[config.mk]
export PLATFORM = sky130hd
export DESIGN_NAME = psconverter
export DESIGN_NICKNAME = d
export VERILOG_FILES = /design/src/rtl/psconverter.sv
export SDC_FILE = /design/constraint.sdc
export NUM_CORES = 1
export LEC_CHECK = 0
export BUFFER_PORTS_ARGS = -buffer_cell sky130_fd_sc_hd__buf_2
export CORE_UTILIZATION = 35
export DETAILED_ROUTE_END_ITERATION = 8
export GPL_TIMING_DRIVEN = 0
export SLEW_MARGIN = 20
export SYNTH_ARGS = -nofsm -noshare
export SYNTH_HDL_FRONTEND = slang
export SYNTH_SLANG_ARGS = --single-unit
[constraint.sdc]
create_clock -name clk -period 5.75 [get_ports clk]
set_clock_uncertainty 0.2 [all_clocks]
set_input_delay 0.2875 -clock clk [delete_from_list [all_inputs] [get_ports clk]]
set_output_delay 0.2875 -clock clk [all_outputs]
set_load 0.02 [all_outputs]
[src/rtl/psconverter.sv]
// Purpose : parallel-to-serial converter with a one-word holding buffer for back-to-back words.
// Latency : the first bit of a word accepted at edge N is on sout in the cycle after edge N.
// Backpr. : pin_ready drops while the holding register is full, so at most two words are in flight.
//
// Ports:
//   clk         - single clock, all state changes on its rising edge
//   rst         - asynchronous active-low reset
//   pin         - parallel word from the producer (WIDTH bits)
//   pin_valid   - pin holds a word to transfer
//   pin_ready   - a word can be accepted this cycle
//   sout        - serial data bit (MSB or LSB first, selected by MSB_FIRST)
//   sout_valid  - sout carries a valid bit this cycle
//   sout_last   - sout carries the final bit of a word
//   busy        - a word is being shifted or a word is buffered
module psconverter #(
    parameter int WIDTH     = 8,
    parameter int MSB_FIRST = 1
) (
    input  logic             clk,
    input  logic             rst,
    input  logic [WIDTH-1:0] pin,
    input  logic             pin_valid,
    output logic             pin_ready,
    output logic             sout,
    output logic             sout_valid,
    output logic             sout_last,
    output logic             busy
);

    localparam int             CW       = (WIDTH > 1) ? $clog2(WIDTH) : 1;
    localparam logic [CW-1:0]  CNT_LAST = CW'(WIDTH - 1);

    typedef enum logic {
        IDLE  = 1'b0,
        SHIFT = 1'b1
    } state_t;

    state_t           state;
    state_t           state_nxt;
    logic [WIDTH-1:0] shreg;
    logic [WIDTH-1:0] hold;
    logic             hold_full;
    logic [CW-1:0]    cnt;
    logic [WIDTH-1:0] shreg_shifted;
    logic             xfer;
    logic             at_last;

    // A transfer can only happen when not in reset and the hold slot is free.
    assign xfer    = pin_valid & pin_ready;
    assign at_last = (state == SHIFT) && (cnt == CNT_LAST);

    // Move the register one position toward the output end, zero-filling behind.
    assign shreg_shifted = (MSB_FIRST != 0) ? {shreg[WIDTH-2:0], 1'b0}
                                            : {1'b0, shreg[WIDTH-1:1]};

    // State register
    always_ff @(posedge clk or negedge rst) begin
        if (!rst) begin
            state <= IDLE;
        end else begin
            state <= state_nxt;
        end
    end

    // Next-state logic: SHIFT persists across a word boundary whenever another
    // word is ready (buffered or arriving in the last-bit cycle), which is
    // what keeps consecutive words gap-free.
    always_comb begin
        state_nxt = state;
        if (state == IDLE) begin
            if (xfer) begin
                state_nxt = SHIFT;
            end
        end else begin
            if (at_last && !hold_full && !xfer) begin
                state_nxt = IDLE;
            end
        end
    end

    // Output logic. sout is gated by SHIFT so stale shift-register contents
    // never leak onto the serial line while idle.
    always_comb begin
        sout_valid = (state == SHIFT);
        sout_last  = at_last;
        sout       = sout_valid & ((MSB_FIRST != 0) ? shreg[WIDTH-1] : shreg[0]);
        busy       = sout_valid | hold_full;
        pin_ready  = rst & ~hold_full;
    end

    // Datapath: shift register, holding register and bit counter.
    always_ff @(posedge clk or negedge rst) begin
        if (!rst) begin
            shreg     <= '0;
            hold      <= '0;
            hold_full <= 1'b0;
            cnt       <= '0;
        end else begin
            if (state == IDLE) begin
                if (xfer) begin
                    shreg <= pin;
                    cnt   <= '0;
                end
            end else if (!at_last) begin
                shreg <= shreg_shifted;
                cnt   <= cnt + CW'(1);
                // A word arriving mid-shift waits in the holding register.
                if (xfer) begin
                    hold      <= pin;
                    hold_full <= 1'b1;
                end
            end else if (hold_full) begin
                // Buffered word takes priority; pin_ready is low so no
                // transfer can coincide with this reload.
                shreg     <= hold;
                hold_full <= 1'b0;
                cnt       <= '0;
            end else if (xfer) begin
                // Word arriving in the last-bit cycle bypasses the holding register.
                shreg <= pin;
                cnt   <= '0;
            end
        end
    end

endmodule

* After elaboration in Yosys (flattened, before gate mapping)
Cells that the tools add are included.
** Cells by class
- Add/sub/neg operators :: 1
- Equality and inequality tests :: 1
- Mux-type cells :: 13
- Bitwise operators :: 6
- Reductions and logical operators :: 8
** Operator list (number)
- 2-to-1 mux 8 bit :: 4
- 2-to-1 mux 3 bit :: 4
- 2-to-1 mux 1 bit :: 5
- adder 3 x 1 -> 3 bit (second input constant) :: 1
- AND 1 bit :: 3
- == test 3 bit (second input constant) :: 1
- logical AND 1 bit :: 3
- AND reduction 3 bit :: 1
- zero test 1 bit :: 2
- inverter 1 bit :: 2
- AND reduction 2 bit :: 1
- nonzero test 2 bit :: 1
- OR 1 bit :: 1
** Storage, ports and cells
- Flip-flop bits (word level) :: 21
- Output and inout port bits :: 5
- Word-level logic and storage cells :: 34

* Logic depth before layout (Yosys ltp)
Gate-level depths: netlist (run 1).
- Word-level depth :: 7
- Mapped depth :: 7
- Mapped depth without buffers :: 5

* Least setup slack after synthesis (run 1)
OpenSTA, ideal clock, no wires.
- Kind :: register to register
- From :: reg cnt[0]
- To :: reg hold[0]
- Library setup time :: 0.127 ns
- Arrival time :: 1.611 ns
- Path slack :: 3.812 ns
- Cell stages (with the launch flop) :: 8
- Buffers on the path :: 2
- Clock period less this slack :: 1.938 ns
- Path through :: dfrtp_1 > ha_1 > ha_1 > buf_4 > nor2b_4 > and3_1 > buf_4 > mux2_1
** Between the ends
- Word-level cells in the longest chain between the ends :: 4
** RTL lines
- start, declared :: line 43 : logic [CW-1:0] cnt;
- start signal, assigned :: line 106 : cnt <= cnt + CW'(1);
- == test 3 bit :: line 50 : assign at_last = (state == SHIFT) && (cnt == CNT_LAST);
- logical AND 1 bit :: line 50
- inverter 1 bit (no line)
- AND reduction 3 bit (no line)
- end signal, assigned :: line 109 : hold <= pin;
- end, declared :: line 41 : logic [WIDTH-1:0] hold;
No other way between the ends.
A chain may end at the register's enable or synchronous reset.

* Worst setup path in the final report (run 1)
- From :: in rst
- To :: reg hold[5]
** Between the ends
- Word-level cells in the longest chain between the ends :: 3
** RTL lines
- start, declared :: line 20 : input logic rst,
- AND 1 bit :: line 88 : pin_ready = rst & ~hold_full;
- AND 1 bit :: line 49 : assign xfer = pin_valid & pin_ready;
- AND reduction 3 bit (no line)
No other way between the ends.

==> metrics.cfg, run 1 <==
[outcome]
outcome=finished, final reports clean

[critical_path]
crit_path_start=rst
worstPathMaxFanout=24
critPathRequiredTime_ns=5.75
cpPeakStageDelay_ns=0.52
crit_chain=dlygate4sd3_1, buf_2, nor2b_1, and3_1, buf_4, mux2_1
worstSetupPathType=in -> reg
arrival_ns=2.15
startpoint_type=input pin
slowest_stage=dlygate4sd3_1
cp-end-kind=flip-flop
timing.critical_path.max_delay_family=buffers and inverters
cp.buffers_inverters=3
r2r_start=cnt[0]

[place]
gp_congestion=0.686
pre_cts_ws_ns=3.65
hpwl_mm=1.37
portBuffers=15
place_inst=128

[timing]
clock.fmax_mhz=466
maxSlewHeadroom=0.601
slew_viol_final=0
finalSetupViolCount=0
finalWorstSetupSlack_ns=3.60
finalHoldViolCount=0
post-route-period-util=0.373
tns_ns=0
rsz0062_at_grt=no
fin_crit_ns=2.15
worstMarginPinSlew_ns=0.596

[synth]
ys_top_cells_by_area=dfrtp_1 53%, mux2_1 9.1%, a221o_1 8.1%, nand2_1 5.7%, o22ai_1 4.4%
yosys_warnings=0
syn_nets=96
ys_ff_latch=21
seq_area_frac_synth=0.534
syn_inst=83
yosysUniqueCellTypes=22
yosys.area.top_type_share=0.534
syn_area_um2=985
yosys.area.top_type=dfrtp_1
syn_area_per_cell_um2=11.9

[routing]
drtPass1Iterations=4
drc_errors=0
postRouteAntennaNets=0
finalWirelength_mm=1.97
vias=730
wire_per_inst_um=14.7
drtIter0Drc=12
via_per_inst=5.45

[pwr]
switchingPower_mw=0.200
cellLeakagePower_nw=0.538
internal-power_mw=0.355
pwr-share-comb=0.411
seqPwrFrac=0.462
power_per_cell_area_nw_per_um2=485
pwr-share-clk=0.127
switching_share=0.361
vdd_drop_max_v=0.000198

[cells_and_area]
final_common_cell=dfrtp_1
fillers=269
final_layout_size_suffix_gt1_frac=0.250
layoutNonFillerInstCount=134
n_antenna_cell=0
area_growth_pct=16.3
multi_input_area_um2=422
regArea_um2=526
final_cell_mix=21 x dfrtp_1, 15 x nand2_1, 15 x buf_2, 8 x a221o_1, 8 x mux2_1
fin_nets=118

[cts]
clk_latency_ns=0.30
h-tree-depth=1
cts_tree=done
clockBufferDepth=2
cts.sinks=21
cts-root-buf=clkbuf_4
path_clk_slew_ns=0.12
numCtsBuffers=3
cts_setup_buffers=0

[global_route]
grt.busiest_layer=met2
use_met2=0.243
grt_use_total=0.155
met3_usage=0.0328
grt_pass1_vias=680
grt_start_max_net_pins=25
grt_use_met1=0.203
grt_pass1_wl_mm=3.20
grt.overflow.total=0
antenna_found_initial=0

[run]
maxCapViolations=0

[floorplanning]
die_area_um2=3030
io_pins=16
rows=18
die_h_um=55.0
start_util=0.384
core_area_um2=2570
die_w_um=55.0

[min_path]
holdCritStartpoint=pin[4]
worstHoldPathType=in -> reg

-- state kept, by name, summed over array words and instances, names as in the netlist --
name and cells:
hold 8, shreg 8, hold_full 1, sout_valid 1, cnt 3
-- power by group through the flow --
| stage | registers, mW | clock network, mW | logic [mW] |
|---|---|---|---|
| floorplan | 0.251 | 0 | 0.174 |
| global placement | 0.256 | 0 | 0.221 |
| detailed placement | 0.259 | 0 | 0.230 |
| CTS | 0.256 | 0.0722 | 0.232 |
| global route | 0.264 | 0.0808 | 0.256 |
| finish | 0.256 | 0.0706 | 0.228 |
-- worst reg2reg max path, stage by stage, from the launching register on --
cell	delay [ns]
dfrtp_1	0.40
ha_1	0.20
ha_1	0.17
buf_4	0.17
nor2b_4	0.16
and3_1	0.17
buf_4	0.18
mux2_1	0.35
-- kinds of logic after synthesis --
group                    share of synthesized area
flip-flops                                   0.534
multiplexers                                 0.103
AND/OR/NAND/NOR                              0.131
adder cells (fa/ha/maj)                     0.0254
AO/OA/AOI/OAI                                0.169
buffers and inverters                       0.0381
-- timing repair --
item                                   in CTS  in global routing
hold buffers                                1                  1
gates resized for setup                     0                  0
endpoints found under the hold margin      21                  1
-- synthesized netlist by cell type (all sizes together) --
cell and instances:
a21boi 1, a221o 8, a22o 2, a31oi 1, and2 2, and3 2
buf 3, clkbuf 2, dfrtp 21, ha 2, inv 1, mux2 9
nand2 15, nand2b 1, nand3b 1, nor2 2, nor2b 2, o22ai 7
or2 1
-- through the flow --
stage          power [mW]   util  hold WS (ns)  area (um2)
6_report            0.555  0.446       0.00988        1140
5_1_grt             0.601  0.446       0.00109        1140
4_1_cts             0.560  0.442       0.00556        1130
3_5_place_dp        0.490  0.427        0.0889        1100
3_3_place_gp        0.476  0.427        0.0934        1100
2_1_floorplan       0.425      -        -0.208         985
-- routing by layer --
| layer | up-vias | part of all wire |
|---|---|---|
| li1 | 348 | - |
| met1 | 365 | 0.48 |
| met2 | 15 | 0.47 |
| met3 | 2 | 0.033 |
| met4 | 0 | 0.014 |
| met5 | - | 0 |
-- area by class of cell --
cell class	count	share of cell area
timing repair buffer	17	0.0831
tap	30	0.0328
buffer	5	0.0295
multi-input combinational	56	0.368
clock buffer	3	0.0197
sequential	21	0.459
inverter	1	0.00328
clock inverter	1	0.00437
-- final timing paths --
path	end	slack, ns	cells past startpoint
setup / recovery	hold[5]	3.60	6
hold / removal	hold[4]	0.01	2
setup reg to reg	hold[5]	3.66	7
hold reg to reg	hold[0]	0.30	1
max in group asynchronous	hold[1]	4.73	2
min in group asynchronous	shreg[6]	0.26	2
Note: power is estimated with default switching activity, not from simulation.
==> run 2, diff against run 1 <==
- clock period: 5.75 -> 1.8 ns (I/O delays scaled with it)
==> run 2 against run 1 <==
Against the previous run:
- the run now ends with setup timing left
- critical endpoint is now hold[3]
- final cell count is 9.0% higher
- non-clock buffer count is 12 higher
- largest cell class unchanged
- critical path depth stayed put
==> metrics.cfg, run 2 (synthesis results as in run 1) <==
[place]
gp_congestion=0.708
place_inst=128
hpwl_mm=1.33
portBuffers=15
pre_cts_ws_ns=-0.206

[cts]
clk_latency_ns=0.31
numCtsBuffers=3
clockBufferDepth=2
cts_tree=done
cts.sinks=21
h-tree-depth=1
cts-root-buf=clkbuf_4
path_clk_slew_ns=0.12

[timing]
tns_ns=-0.281
finalHoldViolCount=0
rsz0062_at_grt=yes
post-route-period-util=1.02
worstMarginPinSlew_ns=0.934
maxSlewHeadroom=0.375
finalSetupViolCount=8
finalWorstSetupSlack_ns=-0.0449
fin_crit_ns=1.84
clock.fmax_mhz=542
slew_viol_final=0

[cells_and_area]
reg.largest.list=hold x8, shreg x8, cnt x3
utilization=0.519
final_cell_mix=21 x dfrtp_1, 15 x buf_2, 15 x nand2_1, 11 x dlygate4sd3_1
final_layout_size_suffix_gt1_frac=0.371
area_growth_pct=35.3
n_antenna_cell=0
fin_nets=130
final_common_cell=dfrtp_1
layoutNonFillerInstCount=146

[floorplanning]
io_pins=16
rows=18
die_w_um=55.0
die_h_um=55.0
core_area_um2=2570
start_util=0.384
die_area_um2=3030

[critical_path]
cpPeakStageDelay_ns=0.40
timing.critical_path.max_delay_family=flip-flops
worstSetupEndpoint=hold[3]
r2r_start=cnt[1]
startpoint_type=flip-flop
rrSetupSlack_ns=-0.04
cp-end-kind=flip-flop
worstPathMaxFanout=8
crit_path_start=cnt[1]
reg2regPathDepth=6
worstSetupPathDepth=6
r2r_end=hold[3]
slowest_stage=dfrtp_1
cp.buffers_inverters=1
crit_chain=ha_2, ha_4, nor2b_4, and3_4, buf_12, mux2_4
arrival_ns=1.84
worstSetupPathType=reg -> reg
critPathRequiredTime_ns=1.79

[outcome]
violations=setup timing
outcome=finished, violations left

[routing]
finalWirelength_mm=2.18
wire_per_inst_um=14.9
postRouteAntennaNets=0
drtPass1Iterations=4
drtIter0Drc=22
via_per_inst=5.33
vias=778
drc_errors=0

[global_route]
antenna_found_initial=0
grt_use_total=0.178
grt_start_max_net_pins=22
grt_pass1_wl_mm=3.64
grt_pass1_vias=780
grt.overflow.total=0

[run]
maxCapViolations=0

[min_path]
worstHoldPathType=in -> reg

[pwr]
cellLeakagePower_nw=0.611
power_per_cell_area_nw_per_um2=1490
internal-power_mw=1.30
vdd_drop_max_v=0.000840
seqPwrFrac=0.420
pwr-share-comb=0.466
switchingPower_mw=0.688
pwr-share-clk=0.114
switching_share=0.346

==> run 2: cell count changes in the layout (fill, tap and decap cells not counted), sizes merged <==
cell / delta
clkinv: -1
dlygate4sd3: +9
buf: +4
==> run 2: metal layers <==
metal  vias up  wire length (um)  global-route usage
li1        371                 -                   -
met2        14              1020               0.289
met1       389              1040               0.226
met4         0                25              0.0500
met5         -                 0                   0
met3         4                94              0.0574
==> run 2: stage by stage <==
stage / power [mW] / hold slack, ns / area (um2)
after global routing: 2.15 / 0.273 / 1330
after CTS: 1.99 / 0.169 / 1320
after global placement: 1.65 / -0.111 / 1160
final: 1.99 / 0.224 / 1330
after detailed placement: 1.68 / -0.108 / 1160
after floorplan: 1.48 / -0.406 / 1050
==> run 2: what timing repair did <==
item                       4_1_cts  5_1_grt
setup endpoints to repair       19       18
pin swaps                        2        2
hold endpoints to repair        38        0
setup buffers                    4        0
resized for setup                3        5
gates cloned                     0        0
hold buffers                    11        0
==> run 2: power by group through the flow <==
stage          Sequential (mW)  Combinational [mW]  Clock, mW
2_1_floorplan            0.814               0.663          0
3_3_place_gp             0.835               0.819          0
3_5_place_dp             0.840               0.836          0
4_1_cts                  0.831               0.916      0.239
5_1_grt                  0.860                1.03      0.259
6_report                 0.834               0.926      0.226
==> run 2: area by class of cell <==
| type | instances | area [um2] |
|---|---|---|
| fill | 236 | 1230 |
| sequential | 21 | 526 |
| multi-input combinational | 56 | 480 |
| timing repair buffer | 30 | 218 |
| buffer | 4 | 41.3 |
| tap | 30 | 37.5 |
| clock buffer | 4 | 26.3 |
| inverter | 1 | 3.75 |
==> run 2: how the worst min path moves through the flow <==
| stage | startpoint | depth (start not counted) | slack [ns] | end |
|---|---|---|---|---|
| floorplan | rst | 0 | -0.41 | cnt[0] |
| global placement | rst | 1 | -0.11 | hold[0] |
| detailed placement | rst | 1 | -0.11 | hold_full |
| CTS | rst | 5 | 0.17 | sout_valid |
| global route | rst | 5 | 0.27 | sout_valid |
| finish | rst | 5 | 0.22 | sout_valid |
==> run 2: worst register-to-register path: stages, from the launching register on <==
cell	delay [ns]
dfrtp_1	0.40
ha_2	0.20
ha_4	0.19
nor2b_4	0.12
and3_4	0.19
buf_12	0.14
mux2_4	0.30
